<file path="src/rtl/reg_op_sequencer_pkg.sv">
`default_nettype none
// ----------------------------------------------------------------------------
// reg_op_sequencer_pkg: opcodes, FSM encoding and register-file geometry.
// Rev 1.0
// ----------------------------------------------------------------------------
package reg_op_sequencer_pkg;

  // Geometry shared with the 3-read/1-write register file
  localparam int DEF_M = 4;
  localparam int DEF_N = 15;
  localparam int DEF_W = 8;

  localparam logic [2:0] OP_ADD = 3'd0;
  localparam logic [2:0] OP_SUB = 3'd1;
  localparam logic [2:0] OP_AND = 3'd2;
  localparam logic [2:0] OP_OR  = 3'd3;
  localparam logic [2:0] OP_XOR = 3'd4;
  localparam logic [2:0] OP_MAC = 3'd5;
  localparam logic [2:0] OP_MAX = 3'd6;
  localparam logic [2:0] OP_LDI = 3'd7;

  typedef enum logic [1:0] {
    ST_IDLE  = 2'd0,
    ST_READ  = 2'd1,
    ST_EXEC  = 2'd2,
    ST_WRITE = 2'd3
  } state_t;

endpackage
`default_nettype wire

</file>
<file path="src/rtl/reg_op_alu.sv">
`default_nettype none
// ----------------------------------------------------------------------------
// reg_op_alu: combinational result unit; REG_OP_SEQUENCER_FLAGS_EN adds carry.
// Rev 1.0
// ----------------------------------------------------------------------------
module reg_op_alu
  import reg_op_sequencer_pkg::*;
#(
  parameter int W = DEF_W
) (
  input  logic [2:0]   op,
  input  logic [W-1:0] a,
  input  logic [W-1:0] b,
  input  logic [W-1:0] c,
  input  logic [W-1:0] imm,
  output logic [W-1:0] result
`ifdef REG_OP_SEQUENCER_FLAGS_EN
  ,
  output logic         carry
`endif
);

  logic [W-1:0] add_res;

`ifdef REG_OP_SEQUENCER_FLAGS_EN
  logic [W:0] sum_ext;

  assign sum_ext = {1'b0, a} + {1'b0, b};
  assign add_res = sum_ext[W-1:0];
  // SUB reports a borrow rather than the raw carry-out
  assign carry   = (op == OP_ADD) ? sum_ext[W] :
                   (op == OP_SUB) ? (a < b)    : 1'b0;
`else
  assign add_res = a + b;
`endif

  always_comb begin
    result = '0;
    case (op)
      OP_ADD:  result = add_res;
      OP_SUB:  result = a - b;
      OP_AND:  result = a & b;
      OP_OR:   result = a | b;
      OP_XOR:  result = a ^ b;
      OP_MAC:  result = a * b + c;
      OP_MAX:  result = (a > b) ? a : b;
      default: result = imm;
    endcase
  end

endmodule
`default_nettype wire

</file>
<file path="src/rtl/reg_op_sequencer.sv">
`default_nettype none
// ----------------------------------------------------------------------------
// reg_op_sequencer: read/exec/write controller around a 3R/1W register file.
// Optional: REG_OP_SEQUENCER_FLAGS_EN adds zero_flag/carry_flag.  Rev 1.0
// ----------------------------------------------------------------------------
module reg_op_sequencer
  import reg_op_sequencer_pkg::*;
#(
  parameter int M = DEF_M,
  parameter int N = DEF_N,
  parameter int W = DEF_W
) (
  input  logic         clk,
  input  logic         rst_n,
  input  logic         in_valid,
  output logic         in_ready,
  input  logic [2:0]   in_op,
  input  logic [M-1:0] in_rd,
  input  logic [M-1:0] in_rs1,
  input  logic [M-1:0] in_rs2,
  input  logic [M-1:0] in_rs3,
  input  logic [W-1:0] in_imm,
  output logic         ReadEn,
  output logic [M-1:0] ReadReg1,
  output logic [M-1:0] ReadReg2,
  output logic [M-1:0] ReadReg3,
  input  logic [W-1:0] ReadData1,
  input  logic [W-1:0] ReadData2,
  input  logic [W-1:0] ReadData3,
  output logic         WriteEn,
  output logic [M-1:0] WriteReg,
  output logic [W-1:0] WriteData,
  output logic         done,
  output logic         err
`ifdef REG_OP_SEQUENCER_FLAGS_EN
  ,
  output logic         zero_flag,
  output logic         carry_flag
`endif
);

  localparam logic [M:0] N_LIM = (M+1)'(N);

  state_t       state, state_nx;
  logic [2:0]   op_q;
  logic [M-1:0] rd_q, rs1_q, rs2_q, rs3_q;
  logic [W-1:0] imm_q;
  logic [W-1:0] result_q, alu_result;
  logic         illegal_q, illegal_nx;

  // LDI never uses its source operands, so they cannot make it illegal
  assign illegal_nx = ({1'b0, rd_q} >= N_LIM) ||
                      ((op_q != OP_LDI) && (({1'b0, rs1_q} >= N_LIM) ||
                                            ({1'b0, rs2_q} >= N_LIM) ||
                                            ({1'b0, rs3_q} >= N_LIM)));

`ifdef REG_OP_SEQUENCER_FLAGS_EN
  logic alu_carry, carry_q;

  reg_op_alu #(.W(W)) u_alu (
    .op     (op_q),
    .a      (ReadData1),
    .b      (ReadData2),
    .c      (ReadData3),
    .imm    (imm_q),
    .result (alu_result),
    .carry  (alu_carry)
  );
`else
  reg_op_alu #(.W(W)) u_alu (
    .op     (op_q),
    .a      (ReadData1),
    .b      (ReadData2),
    .c      (ReadData3),
    .imm    (imm_q),
    .result (alu_result)
  );
`endif

  always_ff @(posedge clk or negedge rst_n) begin
    if (!rst_n) state <= ST_IDLE;
    else        state <= state_nx;
  end

  always_comb begin
    state_nx  = state;
    in_ready  = 1'b0;
    ReadEn    = 1'b0;
    ReadReg1  = '0;
    ReadReg2  = '0;
    ReadReg3  = '0;
    WriteEn   = 1'b0;
    WriteReg  = '0;
    WriteData = '0;
    done      = 1'b0;
    err       = 1'b0;
    case (state)
      ST_IDLE: begin
        in_ready = 1'b1;
        if (in_valid) state_nx = ST_READ;
      end
      ST_READ: begin
        ReadEn   = 1'b1;
        ReadReg1 = rs1_q;
        ReadReg2 = rs2_q;
        ReadReg3 = rs3_q;
        state_nx = ST_EXEC;
      end
      ST_EXEC: state_nx = ST_WRITE;
      default: begin
        WriteEn   = !illegal_q;
        WriteReg  = rd_q;
        WriteData = result_q;
        done      = 1'b1;
        err       = illegal_q;
        state_nx  = ST_IDLE;
      end
    endcase
  end

  always_ff @(posedge clk or negedge rst_n) begin
    if (!rst_n) begin
      op_q      <= '0;
      rd_q      <= '0;
      rs1_q     <= '0;
      rs2_q     <= '0;
      rs3_q     <= '0;
      imm_q     <= '0;
      result_q  <= '0;
      illegal_q <= 1'b0;
    end else begin
      if (state == ST_IDLE && in_valid) begin
        op_q  <= in_op;
        rd_q  <= in_rd;
        rs1_q <= in_rs1;
        rs2_q <= in_rs2;
        rs3_q <= in_rs3;
        imm_q <= in_imm;
      end
      if (state == ST_EXEC) begin
        result_q  <= alu_result;
        illegal_q <= illegal_nx;
      end
    end
  end

`ifdef REG_OP_SEQUENCER_FLAGS_EN
  always_ff @(posedge clk or negedge rst_n) begin
    if (!rst_n) begin
      carry_q    <= 1'b0;
      zero_flag  <= 1'b0;
      carry_flag <= 1'b0;
    end else begin
      if (state == ST_EXEC) carry_q <= alu_carry;
      if (state == ST_WRITE && !illegal_q) begin
        zero_flag  <= (result_q == '0);
        carry_flag <= carry_q;
      end
    end
  end
`endif

endmodule
`default_nettype wire

</file>
<file path="config.mk">
export PLATFORM = sky130hd
export DESIGN_NAME = reg_op_sequencer
export DESIGN_NICKNAME = d
export VERILOG_FILES = /design/src/rtl/reg_op_sequencer_pkg.sv /design/src/rtl/reg_op_alu.sv /design/src/rtl/reg_op_sequencer.sv
export SDC_FILE = /design/constraint.sdc
export NUM_CORES = 1
export LEC_CHECK = 0
export ABC_AREA = 1
export CAP_MARGIN = 10
export CORE_MARGIN = 5
export CORE_UTILIZATION = 48
export DETAILED_ROUTE_END_ITERATION = 8
export PLACE_DENSITY = 0.77
export SLEW_MARGIN = 20
export SYNTH_ARGS = -nofsm -noshare
export SYNTH_HDL_FRONTEND = slang
export SYNTH_SLANG_ARGS = --single-unit
</file>
<file path="constraint.sdc">
create_clock -name clk -period 1.8 [get_ports clk]
set_clock_uncertainty 0.1 [all_clocks]
set_input_delay 0.18 -clock clk [delete_from_list [all_inputs] [get_ports clk]]
set_output_delay 0.18 -clock clk [all_outputs]
set_load 0.1 [all_outputs]
</file>
==> out/qor.csv <==
stage,metric,value,unit
floorplan,die height,104,um
placement,quantity of I/O buffers inserted on ports,82,
yosys,area share of xor/xnor cells in the synthesized design,0.00620,
cts,clock sink count,38,
floorplan,x dimension of the die,104,um
yosys,top post-synthesis cells by area,"sky130_fd_sc_hd__dfrtp_1 (22%), sky130_fd_sc_hd__nand2_1 (13%), sky130_fd_sc_hd__ha_1 (13%)",
pwr,largest voltage drop on the vdd net,0.814,mV
yosys,sequential cell area fraction in the yosys report,0.224,
drt,length of the first detailed-routing pass in iterations,5,
cts,TritonCTS buffer count,5,
floorplan,Die Area,0.0108,sq mm
timing,final setup slack of the worst path,-1580,ps
global_routing,wire length of the first global-routing pass,23700,um
timing,measured slew at the worst slew-check pin,488,ps
timing,setup repair after global routing missed its margin,true,
floorplan,count of boundary I/O pins,83,
global_routing,vias in the first global route,4975,
drt,vias per cell,5.27,
pwr,Clock power frac,0.078,
setup_path,WP data arrival,3460,ps
cts,TritonCTS clock tree,yes,
yosys,Yosys top cell by area,sky130_fd_sc_hd__dfrtp_1,
drt,DR DRC count,0,
yosys,dominant register cell in the synthesized netlist,sky130_fd_sc_hd__dfrtp_1,
drt,Detail Route Antenna Nets,0,
pwr,P per Cell Area,1360,mW/mm^2
setup_path,required time of the worst setup path,1880,ps
setup_path,end of the worst register-to-register path,result_q[2],
timing,post-route fraction of the period consumed by the critical path,1.88,
yosys,"EDFF count, synth",0,
run,Max Cap Violations,0,
yosys,post-synthesis cell type count,35,
placement,final RePlAce weighted congestion,0.931,
setup_path,"Max FO, Critical Path",7,
global_routing,total routing usage reported by global routing,0.266,
finish,area added between synthesis and finish,66.6,%
floorplan,Site Rows,34,
timing,final number of max-transition violations,0,
setup_path,cell with the largest stage delay on the worst path,sky130_fd_sc_hd__fa_1,
setup_path,Worst R2R Setup Slack,-20,ps
drt,DRC marker count from the first detailed-route iteration,205,
worst_hold_path,Min-Delay Endpoint,imm_q[6],
yosys,cell types with the highest counts after synthesis,"sky130_fd_sc_hd__nand2_1 (151), sky130_fd_sc_hd__inv_1 (134), sky130_fd_sc_hd__ha_1 (45), sky130_fd_sc_hd__dfrtp_1 (38), sky130_fd_sc_hd__nand3_1 (35)",
pwr,Sw Share,0.513,
timing,Rel. slew slack,0.675,
timing,max frequency,296,MHz
finish,Ant. Diodes,0,
global_routing,initial antenna violation count,0,
yosys,"basic-gate share of the synthesized area counting and, or, nand and nor cells",0.245,
setup_path,start-to-end type of the worst setup path,input pin to flip-flop,
setup_path,worst path cell trace,buf_12 > nand2_4 > fa_1 > fa_1 > inv_2 > fa_1 > inv_2 > fa_1 > inv_2 > ha_4 > a21oi_2 > nand2_1 > nand2_2 > nand2_2 > inv_2 > nand3_2 > nand2_2 > nand2_2 > nand3_2 > nand4_1 > nand2_1 > nand2_1,
worst_hold_path,cell depth of the worst hold path,3,
yosys,"share of synthesized cell area in full adder, half adder and majority cells",0.227,
yosys,"Avg Cell Area, Syn",7.05,sq um
timing,Tmin final,3380,ps
yosys,dominant combinational cell family by area after synthesis,simple AND/OR/NAND/NOR gates,
setup_path,CP Launch Type,input pin,
timing,number of setup violations in the final report,8,
setup_path,delay of the slowest cell on the worst path,510,ps
timing,Final Hold Viols,0,
yosys,proportion of netlist area held by the largest area contributor,0.224,
drt,average wire per cell in the routed design,16.2,um
yosys,Syn Std Cell Area,0.00424,sq mm
cts,clock tree buffer depth,2,
placement,final HPWL from detailed placement,11500,um
yosys,flip-flop and latch count after synthesis,38,
pwr,cell-internal power,4680,uW
cts,H-Tree Level Count,2,
placement,setup slack after placement,-2450,ps
pwr,switching power of the nets,4920,uW
setup_path,FF-to-FF path depth,11,
yosys,mux share of post-synthesis cell area,0.0478,
status,violations in the final reports,setup timing,
floorplan,core area,0.00868,sq mm
yosys,Post-Syn Nets,720,
yosys,Post-Syn Instances,601,
cts,worst skew pair latency,290,ps
global_routing,pin count of the biggest net entering global routing,39,
yosys,fraction of the mapped netlist area in compound gates,0.111,
yosys,total number of yosys warnings,0,
status,run status,"complete, but fails checks",
cts,Clock transition at path regs,70,ps
pwr,combinational group share of total power,0.749,
yosys,library cell with the highest instance count after synthesis,sky130_fd_sc_hd__nand2_1,
setup_path,Worst R2R Start,op_q[0],
cts,buffer cell driving the clock tree root,sky130_fd_sc_hd__clkbuf_8,
worst_hold_path,worst hold path class,input pin to flip-flop,
global_routing,remaining global-route overflow,0,
floorplan,starting utilization of the core area,0.488,
finish,Final Net Count,904,
pwr,Leak,0.00347,uW
pwr,Seq pwr share,0.173,
setup_path,type of destination of the critical path,flip-flop,
finish,final cell utilization of the core,0.813,
drt,routed via count,4702,
yosys,post-synthesis async set-or-reset flop share,1.00,
drt,wire length reported by the detailed router,14500,um
finish,layout cells sized above 1,0.419,
worst_hold_path,startpoint of the lowest-slack hold path,in_imm[6],
cell type report:
type                       instances  area (sq um)
clock inverter                     1          30.0
timing repair buffer             191          2000
sequential                        38           952
fill                             522          1620
clock buffer                       6          82.6
tap                              108           135
inverter                         139           619
multi-input combinational        410          3240
power groups by stage:
stage	Combinational, uW	Sequential [uW]	Clock [uW]
final	7190	1660	748
after global routing	7740	1710	785
after CTS	6840	1610	751
after detailed placement	6550	1620	0
after global placement	6380	1590	0
after floorplan	4280	1550	0
worst max path at each step:
stage                             from           to  depth (start not counted)
final                     ReadData2[0]  result_q[7]                         22
after global routing      ReadData2[0]  result_q[7]                         22
after CTS                 ReadData2[1]  result_q[7]                         23
after detailed placement  ReadData2[0]  result_q[7]                         23
after global placement    ReadData2[0]  result_q[7]                         23
after floorplan           ReadData2[0]  result_q[7]                         22
cells by family (layout without fill, tap and decap cells):
| family | count (synthesis) | in the layout |
|---|---|---|
| mux | 18 | 18 |
| xor+xnor | 3 | 3 |
| buf+inv | 153 | 337 |
| simple gates | 244 | 244 |
| flops | 38 | 38 |
| compound gates | 80 | 80 |
| fa+ha+maj | 65 | 65 |
routing by layer:
| layer | global-route usage | share of wire |
|---|---|---|
| met1 | 0.307 | 0.38 |
| met2 | 0.476 | 0.52 |
| met4 | 0.118 | 0.048 |
| met5 | 0 | 0 |
| met3 | 0.0484 | 0.055 |
placed cells by master (no fill, tap or decap), types with 23 or more instances in the layout:
master,netlist,final
sky130_fd_sc_hd__nor2_1,34,32
sky130_fd_sc_hd__ha_1,45,23
sky130_fd_sc_hd__clkdlybuf4s50_1,0,32
sky130_fd_sc_hd__dfrtp_1,38,37
sky130_fd_sc_hd__nand2_1,151,117
sky130_fd_sc_hd__nand3_1,35,31
sky130_fd_sc_hd__inv_2,5,25
sky130_fd_sc_hd__nand2_2,2,27
sky130_fd_sc_hd__buf_4,0,99
sky130_fd_sc_hd__a21oi_1,33,31
sky130_fd_sc_hd__buf_12,0,31
sky130_fd_sc_hd__inv_1,134,86
metrics by stage:
step / cell area, sq um / total power [uW] / hold WS (ps) / cells / setup TNS [ps]
after floorplan: 4610 / 5830 / -216 / 601 / -8220
after global routing: 7060 / 10200 / 392 / 893 / -8950
after CTS: 6790 / 9200 / 365 / 892 / -9040
final: 7060 / 9600 / 367 / 893 / -7980
after global placement: 6430 / 7970 / 150 / 875 / -14230
after detailed placement: 6430 / 8170 / 152 / 875 / -14710
registers in the layout (all words and copies together), names as in the netlist:
| name | count |
|---|---|
| rs2_q | 4 |
| result_q | 8 |
| illegal_q | 1 |
| rs1_q | 4 |
| op_q | 3 |
| state | 2 |
| rd_q | 4 |
| rs3_q | 4 |
| imm_q | 8 |
worst max-delay path, delay by kind of cell:
kind	cells	cell delay [ps]
fa+ha+maj	5	2170
buf+inv	5	270
compound gates	1	150
simple gates	11	680
what timing repair did:
item	in CTS	in global routing
endpoints found under the setup margin	20	27
gates resized for setup	102	93
buffers inserted	11	4
endpoints found under the hold margin	38	0
pin swaps	51	40
hold buffers	1	0
Power figures use the tool's default switching activity.
